File: src/rtl/mc_controller.sv
// mc_controller: multicycle ARM-subset control FSM with NZCV flags and condition evaluation.
// Build option MC_CTRL_CMP_EN adds CMP (cmd 1010) as a flag-only compare that skips ALUWB.
module mc_controller (
  input  logic        clk,
  input  logic        reset,
  input  logic [31:0] Instr,
  input  logic [3:0]  ALUFlags,
  output logic        PCWrite,
  output logic        AdrSrc,
  output logic        MemWrite,
  output logic        IRWrite,
  output logic        RegWrite,
  output logic [1:0]  ResultSrc,
  output logic        ALUSrcA,
  output logic [1:0]  ALUSrcB,
  output logic [2:0]  ALUControl,
  output logic [1:0]  ImmSrc,
  output logic [1:0]  RegSrc,
  output logic [3:0]  State
);
  typedef enum logic [3:0] {
    FETCH  = 4'd0, DECODE = 4'd1, MEMADR = 4'd2, MEMRD = 4'd3, MEMWB  = 4'd4,
    MEMWR  = 4'd5, EXECR  = 4'd6, EXECI  = 4'd7, ALUWB = 4'd8, BRANCH = 4'd9
  } state_t;

  localparam logic [2:0] ALU_ADD = 3'b000;
  localparam logic [2:0] ALU_SUB = 3'b001;
  localparam logic [2:0] ALU_AND = 3'b010;
  localparam logic [2:0] ALU_ORR = 3'b011;

  state_t     state, state_next;
  logic [3:0] flags;
  logic [1:0] op;
  logic [3:0] cmd;
  logic       i_bit, s_bit, u_bit, rd15, cond_ex, in_exec, flag_we;
  logic [2:0] cmd_alu;
  logic       cmd_ok, cmd_arith, cmd_cmp;
  logic       pc_we, mem_we, ir_we, reg_we;
  logic       unused_instr;

  assign op    = Instr[27:26];
  assign i_bit = Instr[25];
  assign cmd   = Instr[24:21];
  assign u_bit = Instr[23];
  assign s_bit = Instr[20];
  assign rd15  = (Instr[15:12] == 4'hF);
  assign unused_instr = ^{Instr[19:16], Instr[11:0]};

  function automatic logic cond_pass(input logic [3:0] cond, input logic [3:0] f);
    logic n, z, c, v;
    {n, z, c, v} = f;
    case (cond)
      4'b0000: cond_pass = z;
      4'b0001: cond_pass = ~z;
      4'b0010: cond_pass = c;
      4'b0011: cond_pass = ~c;
      4'b0100: cond_pass = n;
      4'b0101: cond_pass = ~n;
      4'b0110: cond_pass = v;
      4'b0111: cond_pass = ~v;
      4'b1000: cond_pass = c & ~z;
      4'b1001: cond_pass = ~c | z;
      4'b1010: cond_pass = (n == v);
      4'b1011: cond_pass = (n != v);
      4'b1100: cond_pass = ~z & (n == v);
      4'b1101: cond_pass = z | (n != v);
      4'b1110: cond_pass = 1'b1;
      default: cond_pass = 1'b0;
    endcase
  endfunction

  assign cond_ex = cond_pass(Instr[31:28], flags);

  // cmd_ok low marks an unsupported data-processing cmd: no register, PC or flag writes
  always_comb begin
    cmd_alu   = ALU_ADD;
    cmd_ok    = 1'b0;
    cmd_arith = 1'b0;
    cmd_cmp   = 1'b0;
    case (cmd)
      4'b0100: begin cmd_ok = 1'b1; cmd_arith = 1'b1; end
      4'b0010: begin cmd_alu = ALU_SUB; cmd_ok = 1'b1; cmd_arith = 1'b1; end
      4'b0000: begin cmd_alu = ALU_AND; cmd_ok = 1'b1; end
      4'b1100: begin cmd_alu = ALU_ORR; cmd_ok = 1'b1; end
`ifdef MC_CTRL_CMP_EN
      4'b1010: begin cmd_alu = ALU_SUB; cmd_ok = 1'b1; cmd_arith = 1'b1; cmd_cmp = 1'b1; end
`endif
      default: ;
    endcase
  end

  assign in_exec = (state == EXECR) || (state == EXECI);
  assign flag_we = in_exec && cmd_ok && cond_ex && (s_bit || cmd_cmp);

  always_ff @(posedge clk) begin
    if (reset) begin
      flags <= 4'b0000;
    end else if (flag_we) begin
      flags[3:2] <= ALUFlags[3:2];
      if (cmd_arith) flags[1:0] <= ALUFlags[1:0];
    end
  end

  always_ff @(posedge clk) begin
    if (reset) state <= FETCH;
    else       state <= state_next;
  end

  always_comb begin
    state_next = FETCH;
    case (state)
      FETCH:  state_next = DECODE;
      DECODE: begin
        case (op)
          2'b00:   state_next = i_bit ? EXECI : EXECR;
          2'b01:   state_next = MEMADR;
          2'b10:   state_next = BRANCH;
          default: state_next = FETCH;
        endcase
      end
      MEMADR: state_next = s_bit ? MEMRD : MEMWR;
      MEMRD:  state_next = MEMWB;
      EXECR,
      EXECI:  state_next = cmd_cmp ? FETCH : ALUWB;
      default: state_next = FETCH;
    endcase
  end

  always_comb begin
    pc_we      = 1'b0;
    mem_we     = 1'b0;
    ir_we      = 1'b0;
    reg_we     = 1'b0;
    AdrSrc     = 1'b0;
    ResultSrc  = 2'b00;
    ALUSrcA    = 1'b0;
    ALUSrcB    = 2'b00;
    ALUControl = ALU_ADD;
    case (state)
      FETCH: begin
        ir_we = 1'b1; pc_we = 1'b1;
        ALUSrcA = 1'b1; ALUSrcB = 2'b10; ResultSrc = 2'b10;
      end
      DECODE: begin
        ALUSrcA = 1'b1; ALUSrcB = 2'b10; ResultSrc = 2'b10;
      end
      MEMADR: begin
        ALUSrcB = 2'b01;
        ALUControl = u_bit ? ALU_ADD : ALU_SUB;
      end
      MEMRD: AdrSrc = 1'b1;
      MEMWR: begin
        AdrSrc = 1'b1; mem_we = cond_ex;
      end
      MEMWB: begin
        ResultSrc = 2'b01; reg_we = cond_ex; pc_we = cond_ex & rd15;
      end
      EXECR: ALUControl = cmd_alu;
      EXECI: begin
        ALUSrcB = 2'b01; ALUControl = cmd_alu;
      end
      ALUWB: begin
        reg_we = cond_ex & cmd_ok; pc_we = cond_ex & cmd_ok & rd15;
      end
      BRANCH: begin
        ALUSrcA = 1'b1; ALUSrcB = 2'b01; ResultSrc = 2'b10; pc_we = cond_ex;
      end
      default: ;
    endcase
  end

  assign PCWrite  = pc_we  & ~reset;
  assign MemWrite = mem_we & ~reset;
  assign IRWrite  = ir_we  & ~reset;
  assign RegWrite = reg_we & ~reset;
  assign ImmSrc   = op;
  assign RegSrc   = {op == 2'b01, op == 2'b10};
  assign State    = state;
endmodule

File: config.mk
export PLATFORM = sky130hd
export DESIGN_NAME = mc_controller
export DESIGN_NICKNAME = d
export VERILOG_FILES = /design/src/rtl/mc_controller.sv
export SDC_FILE = /design/constraint.sdc
export NUM_CORES = 1
export LEC_CHECK = 0
export CAP_MARGIN = 20
export CORE_MARGIN = 2
export CORE_UTILIZATION = 37
export DETAILED_ROUTE_END_ITERATION = 7
export PLACE_DENSITY = 0.93
export SETUP_SLACK_MARGIN = 0.2
export SLEW_MARGIN = 25
export SYNTH_ARGS = -nofsm -noshare
export SYNTH_HDL_FRONTEND = slang
export SYNTH_SLANG_ARGS = --single-unit
File: constraint.sdc
create_clock -name clk -period 3.95 [get_ports clk]
set_input_delay 0.79 -clock clk [delete_from_list [all_inputs] [get_ports clk]]
set_output_delay 0.79 -clock clk [all_outputs]
set_load 0.05 [all_outputs]
# After elaboration in Yosys (flattened, before gate mapping)
# Index checks and enable logic that the tools add are counted.
[word_totals] reg_bits=8 in_bits=38 out_inout_bits=21 word_cells=84
[classes] n_eq_ne=31 n_mux=18 bitwise_logic=16 reduce_logical=16
[ops] operator="$eq 4x4->1 const B" count=11
[ops] operator="$eq 4x3->1 const B" count=9
[ops] operator="$eq 4x2->1 const B" count=5
[ops] operator="$pmux 4 s5" count=1
[ops] operator="$pmux 1 s15" count=1
[ops] operator="$logic_not 4->1" count=3
[ops] operator="$pmux 4 s3" count=1
[ops] operator="$and 1x1->1" count=9
[ops] operator="$eq 4x1->1 const B" count=2
[ops] operator="$mux 1" count=8
[ops] operator="$pmux 2 s2" count=2
[ops] operator="$reduce_or 2->1" count=4
[ops] operator="$pmux 2 s3" count=1
[ops] operator="$pmux 3 s2" count=1
[ops] operator="$reduce_or 3->1" count=2
[ops] operator="$not 1->1" count=5
[ops] operator="$pmux 1 s4" count=1
[ops] operator="$reduce_or 4->1" count=1
[ops] operator="$logic_and 1x1->1" count=3
[ops] operator="$mux 3" count=1
[ops] operator="$eq 2x1->1 const B" count=1
[ops] operator="$eq 2x2->1 const B" count=1
[ops] operator="$logic_not 2->1" count=1
[ops] operator="$or 1x1->1" count=2
[ops] operator="other kinds (5)" count=5

# Depth between registers and ports, before layout
[depth] depth_word=7 depth_mapped=7 mapped_depth_nobuf=6

# Worst setup path after synthesis
# Ideal clock, no wire load.
[synth_path] path_kind="input port to output port" startpoint="input Instr[31]" endpoint="output MemWrite" arrival_time_ps=3233 required_time_ps=3160 path_slack_ps=-73 path_stages=6 path_buffers=0 cell_sequence="and3b_1 a22oi_1 xor2_1 o311a_4 or2_4 nor4_1"
[synth_between] elab_chain_len=4 elab_cells_between_ends=18 classes_between="eq/ne (14); mux (2); bitwise (1); reduce/logical (1)"
[synth_rtl] item="start: declaration" line="6" rtl="input logic [31:0] Instr,"
[synth_rtl] item="$eq 4x4->1, or another cell as far along" line="52" rtl="case (cond)"
[synth_rtl] item="$pmux 1 s15 (*)" line="52"
[synth_rtl] item="$mux 1 (*)" line="139" rtl="case (state)"
[synth_rtl] item="$and 1x1->1 (*)" line="173" rtl="assign MemWrite = mem_we & ~reset;"
[synth_rtl] item="end: declaration" line="10" rtl="output logic MemWrite,"
# Mark *: on every way between the ends. The rest lies on a longest branch, timed or not.

# Final worst setup path
[layout_path] startpoint="input Instr[29]" endpoint="output PCWrite"
[layout_between] elab_chain_len=6 elab_cells_between_ends=21 classes_between="eq/ne (14); mux (2); bitwise (4); reduce/logical (1)"
[layout_rtl] item="$eq 4x4->1, or another cell as far along" line="52"
[layout_rtl] item="$pmux 1 s15 (*)" line="52"
[layout_rtl] item="$and 1x1->1 (2 in a row)" line="163" rtl="reg_we = cond_ex & cmd_ok; pc_we = cond_ex & cmd_ok & rd15;"
[layout_rtl] item="$pmux 1 s4 (*)" line="139"
[layout_rtl] item="$and 1x1->1 (*)" line="172" rtl="assign PCWrite = pc_we & ~reset;"
[layout_rtl] item="end: declaration" line="8" rtl="output logic PCWrite,"
# Marks and branches as above.

==> flow_metrics.env <==
export IMPL_min_path_type="reg2reg"
export IMPL_ys_ff_latch=8
export IMPL_cp_required_ps=3160
export IMPL_start_util_pct=38.24
export IMPL_drtIter0Drc=4
export IMPL_crit_arrival_ps=2820
export IMPL_dp_hpwl_um=1756
export IMPL_root_buffer="clkbuf_4"
export IMPL_grt_first_pass_wirelength_um=3394
export IMPL_die_area_um2=2637
export IMPL_numPlacedInstances=171
export IMPL_clock_latency_ps=250
export IMPL_io_pins=59
export IMPL_rsz0062_at_grt="no"
export IMPL_clock_fmax_ghz=0.2768
export IMPL_fill_cells=206
export IMPL_ys_top_cells_by_count="nand2b_1, nor2_1, nor3_1, dfxtp_1, nand2_1"
export IMPL_grt_overflow=0
export IMPL_synth_most_common_cell="nand2b_1"
export IMPL_status="completed"
export IMPL_nets=186
export IMPL_p_comb_share_pct=49.0
export IMPL_avgSynthCellArea_um2=7.473
export IMPL_synth_cell_types=36
export IMPL_grt_usage_pct=17.31
export IMPL_critPathCaptureType="output port"
export IMPL_clockBufferDepth=2
export IMPL_vdd_drop_max_mv=0.2186
export IMPL_cts_tree="done"
export IMPL_cts_setup_buffers=0
export IMPL_grt_max_degree=20
export IMPL_ys_async_sr_fraction_pct=0
export IMPL_drc_errors=0
export IMPL_rows=17
export IMPL_grt_pass1_vias=800
export IMPL_final_hold_viol_count=0
export IMPL_drt_pass1_iterations=4
export IMPL_vias_per_cell=5.201
export IMPL_layout_drive_gt1_share_pct=8.904
export IMPL_synth_nets=149
export IMPL_swShare_pct=40.32
export IMPL_finalSetupViolCount=0
export IMPL_powerDensity_nw_per_um2=236.3
export IMPL_finalNonFillerCells=174
export IMPL_fp_dieH_um=51.35
export IMPL_post_route_min_period_ps=3613
export IMPL_cts_hold_fix_buffers=0
export IMPL_synth_top_area_cell="dfxtp_1"
export IMPL_cellLeakagePower_nw=0.4438
export IMPL_detail_route_antenna_nets=0
export IMPL_critPathKind="in2out"
export IMPL_ys_warn_count=0
export IMPL_cpPeakStageDelay_ps=590
export IMPL_worstMarginPinSlew_ps=676.9
export IMPL_final_util_pct=59.34
export IMPL_start_kind="input port"
export IMPL_synth_top_cell_area_share_pct=19.31
export IMPL_area_delta_synth_final_pct=55.20
export IMPL_cts_buffers=3
export IMPL_p_seq_share_pct=30.9
export IMPL_synthFlopType="dfxtp_1"
export IMPL_drv_cap=0
export IMPL_p_sw_mw=0.1227
export IMPL_skew_ps=5.298
export IMPL_power_internal_mw=0.1815
export IMPL_tns_ps=0
export IMPL_min_period_over_period_pct=91.47
export IMPL_avgRoutedWirePerCell_um=12.74
export IMPL_grt_antenna_before_repair=0
export IMPL_clkPwrFrac_pct=20.1
export IMPL_cts_clk_slew_worst_paths_ps=50
export IMPL_synth_area_leaders="dfxtp_1, nand2b_1, mux2i_1"
export IMPL_io_buffers=41
export IMPL_fp_dieW_um=51.35
export IMPL_slew_headroom_pct=54.81
export IMPL_synth_cells=111
export IMPL_wl_um=2216
export IMPL_syn_area_um2=829.5
export IMPL_drv_slew=0
export IMPL_synth_edf_count=0
export IMPL_cp_max_fo=5
export IMPL_htree_levels=1
export IMPL_finalWeightedCongestion=0.7217
export IMPL_clock_sinks=8
export IMPL_core_um2=2170
export IMPL_holdWs_ps=511.3
export IMPL_crit_chain="clkdlybuf4s50_1 -> mux2i_1 -> xnor2_1 -> a22oi_1 -> o311a_4 -> or3_1 -> o21bai_1 -> buf_12"
export IMPL_ys_seq_area_share_pct=19.31
export IMPL_antenna_cells=0
export IMPL_crit_slowest_cell="clkdlybuf4s50_1"
export IMPL_via_count=905
## state kept, by name (all words and copies together) (netlist names)
register,cells
flags,4
State,4
## path summary, 6_finish.rpt
check / from / to / slack, ps / cells after the start
worst max-delay path: Instr[29] / PCWrite / 340 / 8
worst min-delay path: flags[2] / flags[2] / 510 / 2
worst max register to register: State[2] / flags[1] / 2130 / 5
worst min register to register: flags[2] / flags[2] / 510 / 2
## area by class of cell
class / count / area, um^2 / area share [%]
multi-input combinational: 90 / 614.3 / 47.72
timing repair buffer: 42 / 444.2 / 34.50
sequential: 8 / 160.2 / 12.44
tap: 28 / 35.03 / 2.721
clock buffer: 3 / 22.52 / 1.749
inverter: 3 / 11.26 / 0.8746
## placed cells by master, fill, tap and decap left out, types with 3 or more instances in the layout
cell             synthesis  layout
a21oi_1                  5       5
buf_12                   0       3
clkbuf_4                 0       3
clkdlybuf4s50_1          0      36
dfxtp_1                  8       8
inv_1                    3       3
mux2i_1                  5       5
nand2_1                  8       8
nand2b_1                11      11
nand3b_1                 3       3
nor2_1                  10      10
nor2b_1                  6       6
nor3_1                   9       9
o21ai_0                  3       3
xnor2_1                  4       4
xor2_1                   3       3
## worst max-delay path, delay by kind of cell
| kind | cells | cell delay, ps |
|---|---|---|
| and+or+nand+nor | 1 | 310 |
| AOI/OAI and AO/OA | 3 | 530 |
| buffers and inverters | 2 | 770 |
| muxes | 1 | 270 |
| xor gates and xnor gates | 1 | 150 |
## cells by family after synthesis
group / Yosys count / synth area share, %
simple gates: 56 / 38.46
buf+inv: 13 / 7.390
other cells: 1 / 0.4521
mux: 5 / 6.033
xor+xnor: 7 / 7.391
flops: 8 / 19.31
compound gates: 21 / 20.97
## per-stage QoR
stage,worst slack [ps],power (mW),cell area [um^2]
2_1_floorplan,341.3,0.1867,835.8
3_3_place_gp,228.9,0.2420,1266
3_5_place_dp,185.1,0.2456,1266
4_1_cts,252.9,0.3062,1287
5_1_grt,217.6,0.3201,1287
6_report,337.0,0.3042,1287
## routing by layer
metal | vias to the layer above | global-route usage, % | routed length [um]
li1 | 458 | - | -
met1 | 412 | 19.07 | 907
met2 | 31 | 31.17 | 1118
met3 | 4 | 5.848 | 164
met4 | 0 | 5.263 | 26
met5 | - | 0 | 0
## power by group through the flow
stage               registers [mW]  clock network [mW]  logic, mW
detailed placement          0.0956                   0      0.150
floorplan                   0.0958                   0     0.0909
global placement            0.0953                   0      0.147
global route                0.0952              0.0671      0.158
finish                      0.0941              0.0610      0.149
CTS                         0.0940              0.0619      0.150
## what timing repair did
action	CTS	global route
gates resized for setup	1	0
endpoints found under the setup margin	1	1
pin swaps	0	1
(Power assumes the default switching activity.)
